`src/rtl/serial_burst_master.sv`:
```
// Serial bus burst master: arbitrates for the bus, shifts a parallel header, then streams write or read beats.
// Optional stall watchdog is compiled in with SERIAL_MASTER_TIMEOUT_EN.
//
// state  | meaning
// IDLE   | waiting for a host request
// REQ    | requesting the bus from the arbiter
// HDR    | shifting slave select, address and burst count
// WLOAD  | waiting for the host's next write beat
// WSHIFT | shifting one write beat out on tx_data
// RSHIFT | collecting read bits from rx_data
// DONE   | one-cycle end-of-transaction pulse
module serial_burst_master #(
  parameter int SLAVE_LEN      = 2,
  parameter int ADDR_LEN       = 12,
  parameter int DATA_LEN       = 8,
  parameter int BURST_LEN      = 12,
  parameter int TIMEOUT_CYCLES = 256
) (
  input  logic                 clk,
  input  logic                 reset,
  input  logic                 req_valid,
  output logic                 req_ready,
  input  logic                 req_write,
  input  logic [SLAVE_LEN-1:0] req_slave,
  input  logic [ADDR_LEN-1:0]  req_addr,
  input  logic [BURST_LEN-1:0] req_burst,
  input  logic [DATA_LEN-1:0]  wdata,
  input  logic                 wdata_valid,
  output logic                 wdata_ready,
  output logic [DATA_LEN-1:0]  rdata,
  output logic                 rdata_valid,
  output logic                 busy,
  output logic                 err,
  input  logic                 bus_busy,
  input  logic                 approval_grant,
  output logic                 approval_request,
  output logic                 trans_done,
  output logic                 tx_slave_select,
  output logic                 tx_address,
  output logic                 tx_burst_num,
  output logic                 tx_data,
  input  logic                 rx_data,
  output logic                 master_valid,
  output logic                 master_ready,
  input  logic                 slave_valid,
  input  logic                 slave_ready,
  output logic                 write_en,
  output logic                 read_en
);

  localparam int HDR_LEN = (SLAVE_LEN > ADDR_LEN)
                         ? ((SLAVE_LEN > BURST_LEN) ? SLAVE_LEN : BURST_LEN)
                         : ((ADDR_LEN > BURST_LEN) ? ADDR_LEN : BURST_LEN);
  localparam int HDR_CW  = (HDR_LEN > 1) ? $clog2(HDR_LEN) : 1;
  localparam int DATA_CW = (DATA_LEN > 1) ? $clog2(DATA_LEN) : 1;

  localparam logic [2:0] ST_IDLE   = 3'd0;
  localparam logic [2:0] ST_REQ    = 3'd1;
  localparam logic [2:0] ST_HDR    = 3'd2;
  localparam logic [2:0] ST_WLOAD  = 3'd3;
  localparam logic [2:0] ST_WSHIFT = 3'd4;
  localparam logic [2:0] ST_RSHIFT = 3'd5;
  localparam logic [2:0] ST_DONE   = 3'd6;

  logic [2:0]           state;
  logic                 wr_q;
  logic [SLAVE_LEN-1:0] slave_sh;
  logic [ADDR_LEN-1:0]  addr_sh;
  logic [BURST_LEN-1:0] burst_sh;
  logic [BURST_LEN-1:0] beats_left;
  logic [HDR_CW-1:0]    hdr_cnt;
  logic [DATA_CW-1:0]   bit_cnt;
  logic [DATA_LEN-1:0]  data_sh;
  logic [DATA_LEN-1:0]  rx_next;
  logic [DATA_LEN-1:0]  rdata_q;
  logic                 rdata_valid_q;
  logic                 abort;

  assign rx_next = {rx_data, data_sh[DATA_LEN-1:1]};

`ifdef SERIAL_MASTER_TIMEOUT_EN
  localparam int STALL_W = (TIMEOUT_CYCLES > 1) ? $clog2(TIMEOUT_CYCLES) : 1;
  logic [STALL_W-1:0] stall_cnt;
  logic               stall_state;
  logic               bit_hs;

  assign stall_state = (state == ST_HDR) || (state == ST_WSHIFT) || (state == ST_RSHIFT);
  assign bit_hs = (((state == ST_HDR) || (state == ST_WSHIFT)) && slave_ready)
                || ((state == ST_RSHIFT) && slave_valid);
  // Abort fires in the cycle that would be the TIMEOUT_CYCLES-th consecutive stall.
  assign abort = stall_state && !bit_hs && (stall_cnt == STALL_W'(TIMEOUT_CYCLES - 1));

  always_ff @(posedge clk or negedge reset) begin
    if (!reset) begin
      stall_cnt <= '0;
    end else if (!stall_state || bit_hs || abort) begin
      stall_cnt <= '0;
    end else begin
      stall_cnt <= stall_cnt + STALL_W'(1);
    end
  end
`else
  logic unused_timeout;
  assign unused_timeout = (TIMEOUT_CYCLES != 0);
  assign abort = 1'b0;
`endif

  always_ff @(posedge clk or negedge reset) begin
    if (!reset) begin
      state         <= ST_IDLE;
      wr_q          <= 1'b0;
      slave_sh      <= '0;
      addr_sh       <= '0;
      burst_sh      <= '0;
      beats_left    <= '0;
      hdr_cnt       <= '0;
      bit_cnt       <= '0;
      data_sh       <= '0;
      rdata_q       <= '0;
      rdata_valid_q <= 1'b0;
    end else begin
      rdata_valid_q <= 1'b0;
      case (state)
        ST_IDLE: begin
          if (req_valid) begin
            wr_q       <= req_write;
            slave_sh   <= req_slave;
            addr_sh    <= req_addr;
            burst_sh   <= (req_burst == '0) ? BURST_LEN'(1) : req_burst;
            beats_left <= (req_burst == '0) ? BURST_LEN'(1) : req_burst;
            hdr_cnt    <= '0;
            bit_cnt    <= '0;
            state      <= ST_REQ;
          end
        end
        ST_REQ: begin
          if (approval_grant && !bus_busy) state <= ST_HDR;
        end
        ST_HDR: begin
          if (abort) begin
            state <= ST_IDLE;
          end else if (slave_ready) begin
            slave_sh <= slave_sh >> 1;
            addr_sh  <= addr_sh >> 1;
            burst_sh <= burst_sh >> 1;
            if (hdr_cnt == HDR_CW'(HDR_LEN - 1)) begin
              hdr_cnt <= '0;
              state   <= wr_q ? ST_WLOAD : ST_RSHIFT;
            end else begin
              hdr_cnt <= hdr_cnt + HDR_CW'(1);
            end
          end
        end
        ST_WLOAD: begin
          if (wdata_valid) begin
            data_sh <= wdata;
            bit_cnt <= '0;
            state   <= ST_WSHIFT;
          end
        end
        ST_WSHIFT: begin
          if (abort) begin
            state <= ST_IDLE;
          end else if (slave_ready) begin
            data_sh <= data_sh >> 1;
            if (bit_cnt == DATA_CW'(DATA_LEN - 1)) begin
              bit_cnt    <= '0;
              beats_left <= beats_left - BURST_LEN'(1);
              state      <= (beats_left == BURST_LEN'(1)) ? ST_DONE : ST_WLOAD;
            end else begin
              bit_cnt <= bit_cnt + DATA_CW'(1);
            end
          end
        end
        ST_RSHIFT: begin
          if (abort) begin
            bit_cnt <= '0;
            state   <= ST_IDLE;
          end else if (slave_valid) begin
            data_sh <= rx_next;
            if (bit_cnt == DATA_CW'(DATA_LEN - 1)) begin
              rdata_q       <= rx_next;
              rdata_valid_q <= 1'b1;
              bit_cnt       <= '0;
              beats_left    <= beats_left - BURST_LEN'(1);
              if (beats_left == BURST_LEN'(1)) state <= ST_DONE;
            end else begin
              bit_cnt <= bit_cnt + DATA_CW'(1);
            end
          end
        end
        ST_DONE: state <= ST_IDLE;
        default: state <= ST_IDLE;
      endcase
    end
  end

  assign rdata       = rdata_q;
  assign rdata_valid = rdata_valid_q;
  assign busy        = (state != ST_IDLE);
  assign req_ready   = (state == ST_IDLE);
  assign err         = abort;

  always_comb begin
    approval_request = 1'b0;
    write_en         = 1'b0;
    read_en          = 1'b0;
    master_valid     = 1'b0;
    master_ready     = 1'b0;
    wdata_ready      = 1'b0;
    tx_slave_select  = 1'b0;
    tx_address       = 1'b0;
    tx_burst_num     = 1'b0;
    tx_data          = 1'b0;
    trans_done       = 1'b0;
    case (state)
      ST_REQ: approval_request = 1'b1;
      ST_HDR: begin
        approval_request = 1'b1;
        write_en         = wr_q;
        read_en          = !wr_q;
        master_valid     = 1'b1;
        tx_slave_select  = slave_sh[0];
        tx_address       = addr_sh[0];
        tx_burst_num     = burst_sh[0];
      end
      ST_WLOAD: begin
        approval_request = 1'b1;
        write_en         = wr_q;
        read_en          = !wr_q;
        wdata_ready      = 1'b1;
      end
      ST_WSHIFT: begin
        approval_request = 1'b1;
        write_en         = wr_q;
        read_en          = !wr_q;
        master_valid     = 1'b1;
        tx_data          = data_sh[0];
      end
      ST_RSHIFT: begin
        approval_request = 1'b1;
        write_en         = wr_q;
        read_en          = !wr_q;
        master_ready     = 1'b1;
      end
      ST_DONE: trans_done = 1'b1;
      default: ;
    endcase
    // A watchdog abort closes the transaction in the same cycle, like DONE.
    if (abort) begin
      approval_request = 1'b0;
      write_en         = 1'b0;
      read_en          = 1'b0;
      master_valid     = 1'b0;
      master_ready     = 1'b0;
      tx_slave_select  = 1'b0;
      tx_address       = 1'b0;
      tx_burst_num     = 1'b0;
      tx_data          = 1'b0;
      trans_done       = 1'b1;
    end
  end

endmodule
```
`config.mk`:
```
export PLATFORM = sky130hd
export DESIGN_NAME = serial_burst_master
export DESIGN_NICKNAME = d
export VERILOG_FILES = /design/src/rtl/serial_burst_master.sv
export SDC_FILE = /design/constraint.sdc
export NUM_CORES = 1
export LEC_CHECK = 0
export CAP_MARGIN = 20
export CORE_ASPECT_RATIO = 0.8
export CORE_MARGIN = 2
export CORE_UTILIZATION = 35
export DETAILED_ROUTE_END_ITERATION = 6
export PLACE_DENSITY = 0.65
export SLEW_MARGIN = 20
export SYNTH_ARGS = -nofsm -noshare
export SYNTH_HDL_FRONTEND = slang
export SYNTH_SLANG_ARGS = --single-unit
```
`constraint.sdc`:
```
create_clock -name clk -period 3.5 [get_ports clk]
set_input_delay 0.7 -clock clk [delete_from_list [all_inputs] [get_ports clk]]
set_output_delay 0.7 -clock clk [all_outputs]
set_load 0.005 [all_outputs]
```
# After elaboration in Yosys (flattened, before gate mapping)
# Index checks and enable logic that the tools add are counted.
op_classes:
  n_addsub: 3
  eq_ne: 19
  mux: 55
  n_reduce_logical: 20
ops:
  columns: ["operator", "n"]
  rows:
  - ["$mux W12", 8]
  - ["$mux W3", 17]
  - ["$pmux W12 S2", 2]
  - ["$pmux W12 S3", 1]
  - ["$mux W8", 3]
  - ["$pmux W8 S3", 1]
  - ["$ne A2 B2 Y1 const B", 10]
  - ["$pmux W3 S6", 1]
  - ["$mux W1", 14]
  - ["$eq A12 B1 Y1 const B", 1]
  - ["$eq A3 B3 Y1 const B", 4]
  - ["$logic_not A12 Y1", 1]
  - ["$mux W4", 3]
  - ["$pmux W3 S4", 1]
  - ["$sub A12 B1 Y12 const B", 1]
  - ["$reduce_and A10 Y1", 1]
  - ["$reduce_bool A3 Y1", 3]
  - ["$pmux W4 S2", 1]
  - ["$reduce_and A4 Y1", 2]
  - ["$eq A3 B2 Y1 const B", 2]
  - ["$reduce_and A3 Y1", 2]
  - ["$reduce_and A5 Y1", 1]
  - ["$reduce_or A5 Y1", 1]
  - ["$add A4 B1 Y4 const B", 1]
  - ["13 further kinds", 15]
totals:
  regBits: 66
  inputBits: 44
  output_inout_bits: 23
  word_cells: 108

# Longest topological paths before layout
depth:
  depth_word: 5
  mapped_depth: 7
  mapped_depth_nobuf: 6

# Worst setup path before layout
# No wires, ideal clock.
synth_path:
  path_type: "register -> output"
  startpoint: "register state[0]"
  endpoint: "output port tx_address"
  arrival_ns: 1.296
  required_time_ns: 2.800
  path_slack_ns: 1.504
  path_stages_with_launch: 6
  n_path_buf: 3
  path_cell_list: "dfrtp_1 -> buf_6 -> nor3b_2 -> buf_2 -> buf_4 -> and2_1"
synth_between:
  elab_chain_len: 2
synth_lines:
  columns: ["element", "line_no", "text"]
  rows:
  - ["start, declared", "65", "logic [2:0] state;"]
  - ["start signal, assigned", "148", "state <= wr_q ? ST_WLOAD : ST_RSHIFT;"]
  - ["start signal, assigned", "169", "state <= (beats_left == BURST_LEN'(1)) ? ST_DONE : ST_WLOAD;"]
  - ["$eq A3 B2 Y1", "216", "case (state)"]
  - ["$mux W1", "216", null]
  - ["end, declared", "39", "output logic tx_address,"]
# Every way passes these cells.

# Worst setup path in the final report
layout_path:
  startpoint: "register state[1]"
  endpoint: "output port tx_address"
# Same word-level chain as after synthesis.

==> results.cfg <==
[sta]
layout_min_cycle_time_ns = 3.06
timing.setup.tns_ns = 0
report.final.slew_viol_count = 0
final-setup-viol-count = 0
timing.final.crit_share_pct = 87.6
worstMarginPinSlew_ns = 0.818
worst_clock_skew_ns = 0.00538
grt_setup_unrepaired = no
final_hold_vio_count = 0
achievable-frequency_mhz = 326
maxSlewHeadroom_pct = 45.0

[flow_run]
maxCapViolations = 0

[layout]
final_cell_count_no_fill = 576
finalInstanceArea_sq_um = 4640
syn_to_final_growth_pct = 28.5
post-route-util_pct = 45.7
finish.net_count = 480
n_antenna_cell = 0
fraction_of_final_layout_cells_sized_beyond_drive_strength_1_pct = 11.2
nFillCells = 1020

[synthesis]
synth_seq_area_share_pct = 45.8
yosysWarningCount = 0
postSynth.topFlopCell = dfrtp_1
synth.avg_cell_area_sq_um = 9.65
synth.lib_cells_used.distinct = 63
yosys_register_bits = 66
post_synth_most_frequent_cells = dfrtp_1 (66), nand2_1 (63), o21ai_0 (33), mux2i_1 (26), nor2_1 (16)
syn-instance-count = 374
synth_async_sr_flop_share_pct = 100
synth-edff-count = 0
yosysMostFrequentCell = dfrtp_1
synth_area_leader_cell = dfrtp_1
post_synth_net_total = 423
yosysTopAreaCellShare_pct = 45.8
mappedNetlistArea_sq_um = 3610
ys_top_cells_by_area = dfrtp_1 (46%), mux2i_1 (7.2%), nand2_1 (6.6%), o21ai_0 (4.6%), mux2_2 (3.1%)

[cts]
clock_pin_slew_on_the_worst_setup_and_hold_paths_ns = 0.06
clk_latency_worst_skew_pair_ns = 0.33
clock_root_buffer = clkbuf_16
htreeDepth = 3
cts-buffers-inserted = 9
tritoncts = built
cts_sinks = 66
cts.repair_timing.setup_buffer_count = 0
cts_resized = 0
clockBufferDepth = 2
hold_buffers = 0

[floorplan]
floorplan.initialDensity_pct = 35.5
dieWidth_um = 118
design.die.area_sq_um = 11100
io-pin-count = 67
core_area_sq_um = 10200
placement_rows = 33
die_height_um = 94.8

[worst_setup_path]
cp_data_required_time_ns = 2.80
cp-end-kind = output port
critPathKind = register to output port
critical_path.startpoint_type = register
critical_path_arrival_ns = 2.36
crit_fanout = 19

[run_status]
run_status = finished, final reports clean

[routing]
routed-via-count = 2986
routed_wirelength_mm = 8.58
drt.antenna.violating_nets = 0
drc_errors = 0
firstDrtPassIters = 4
wire_per_inst_um = 14.9
drt_iter0_drc = 139
vias_per_cell = 5.18

[hold_path]
hold_class = primary input to async pin

[placed_design]
placed_cell_area_sq_um = 4350
placed_cells = 560
place_hpwl_mm = 6.07
gp_congestion = 0.773
io_buffer_count = 65

[pwr]
report.power.total_mw = 3.65
power.static_leakage_nw = 1.91
worst_vdd_ir_mv = 0.378
power.density_cell_area_nw_per_um2 = 788

[grt]
grt_antenna_before_repair = 0
grt_max_degree = 59
grt-ovfl-total = 0
grt_met3_usage_pct = 3.68
first_global_vias = 2841
use_met2_pct = 26.5
first_pass_grt_wire_length_mm = 14.1
grt.met1_usage_pct = 20.5
global_route.usage.total_pct = 15.9
layer_with_the_highest_usage = met2
-- registers in the layout, summed over array words and instances (netlist names) --
name	count
rdata_valid	1
hdr_cnt	4
bit_cnt	3
beats_left	12
addr_sh	12
data_sh	8
rdata	8
burst_sh	12
slave_sh	2
wr_q	1
state	3
-- cells in the final DEF, fill, tap and decap left out, types with 10 or more instances in the layout --
master and n:
nand2_1 63, clkdlybuf4s50_1 64, dfrtp_1 66, nor2_1 16, o21ai_0 33, mux2i_1 26, mux2_2 10
-- kinds of logic after synthesis --
logic type / count (synthesis) / synth area share [%]
and+or+nand+nor: 131 / 18.0
AOI/OAI and AO/OA: 98 / 18.7
DFF: 66 / 45.8
muxes: 37 / 10.6
buffers and inverters: 36 / 5.10
adders and majority gates: 5 / 1.73
other: 1 / 0.104
-- cell type report --
| type | count | area (sq um) | area share [%] |
|---|---|---|---|
| Clock buffer | 11 | 253 | 5.45 |
| Clock inverter | 5 | 37.5 | 0.809 |
| Inverter | 9 | 33.8 | 0.728 |
| Multi-Input combinational cell | 272 | 1780 | 38.4 |
| Sequential cell | 66 | 1650 | 35.6 |
| Tap cell | 140 | 175 | 3.78 |
| Timing Repair Buffer | 73 | 706 | 15.2 |
-- path summary, 6_finish.rpt --
kind / slack, ns / startpoint / cells past startpoint / endpoint
setup / recovery: 0.44 / state[1]$_DFFE_PN0P_ / 4 / tx_address
hold / removal: 0.37 / reset / 1 / addr_sh[8]$_DFFE_PN0P_
setup reg to reg: 0.98 / state[2]$_DFFE_PN0P_ / 6 / bit_cnt[0]$_DFFE_PN0P_
hold reg to reg: 0.48 / burst_sh[6]$_DFFE_PN0P_ / 2 / burst_sh[6]$_DFFE_PN0P_
max in group asynchronous: 2.41 / reset / 2 / bit_cnt[0]$_DFFE_PN0P_
min in group clk: 0.48 / burst_sh[6]$_DFFE_PN0P_ / 2 / burst_sh[6]$_DFFE_PN0P_
-- critical path, stage by stage (launching register included) --
cell             delay (ns)
dfrtp_1                0.75
nor3b_4                0.33
buf_4                  0.29
and2_1                 0.17
clkdlybuf4s50_1        0.50
-- power by group --
part / internal [mW] / total [mW] / switching (mW)
registers: 1.07 / 1.38 / 0.314
logic: 0.692 / 1.42 / 0.724
clock network: 0.520 / 0.859 / 0.339
total: 2.28 / 3.65 / 1.38
-- per-layer routing --
layer,up-vias,share of wire [%]
met5,-,0
met4,0,1.2
met3,7,3.4
met2,50,48
met1,1471,47
li1,1458,-
-- per-stage QoR --
| step | hold slack (ns) | setup slack [ns] |
|---|---|---|
| floorplan | 0.404 | 1.50 |
| global placement | 0.463 | 0.834 |
| detailed placement | 0.471 | 0.789 |
| CTS | 0.377 | 0.409 |
| global route | 0.404 | 0.239 |
| finish | 0.371 | 0.436 |
No activity file was read; power rests on OpenSTA's default activity.
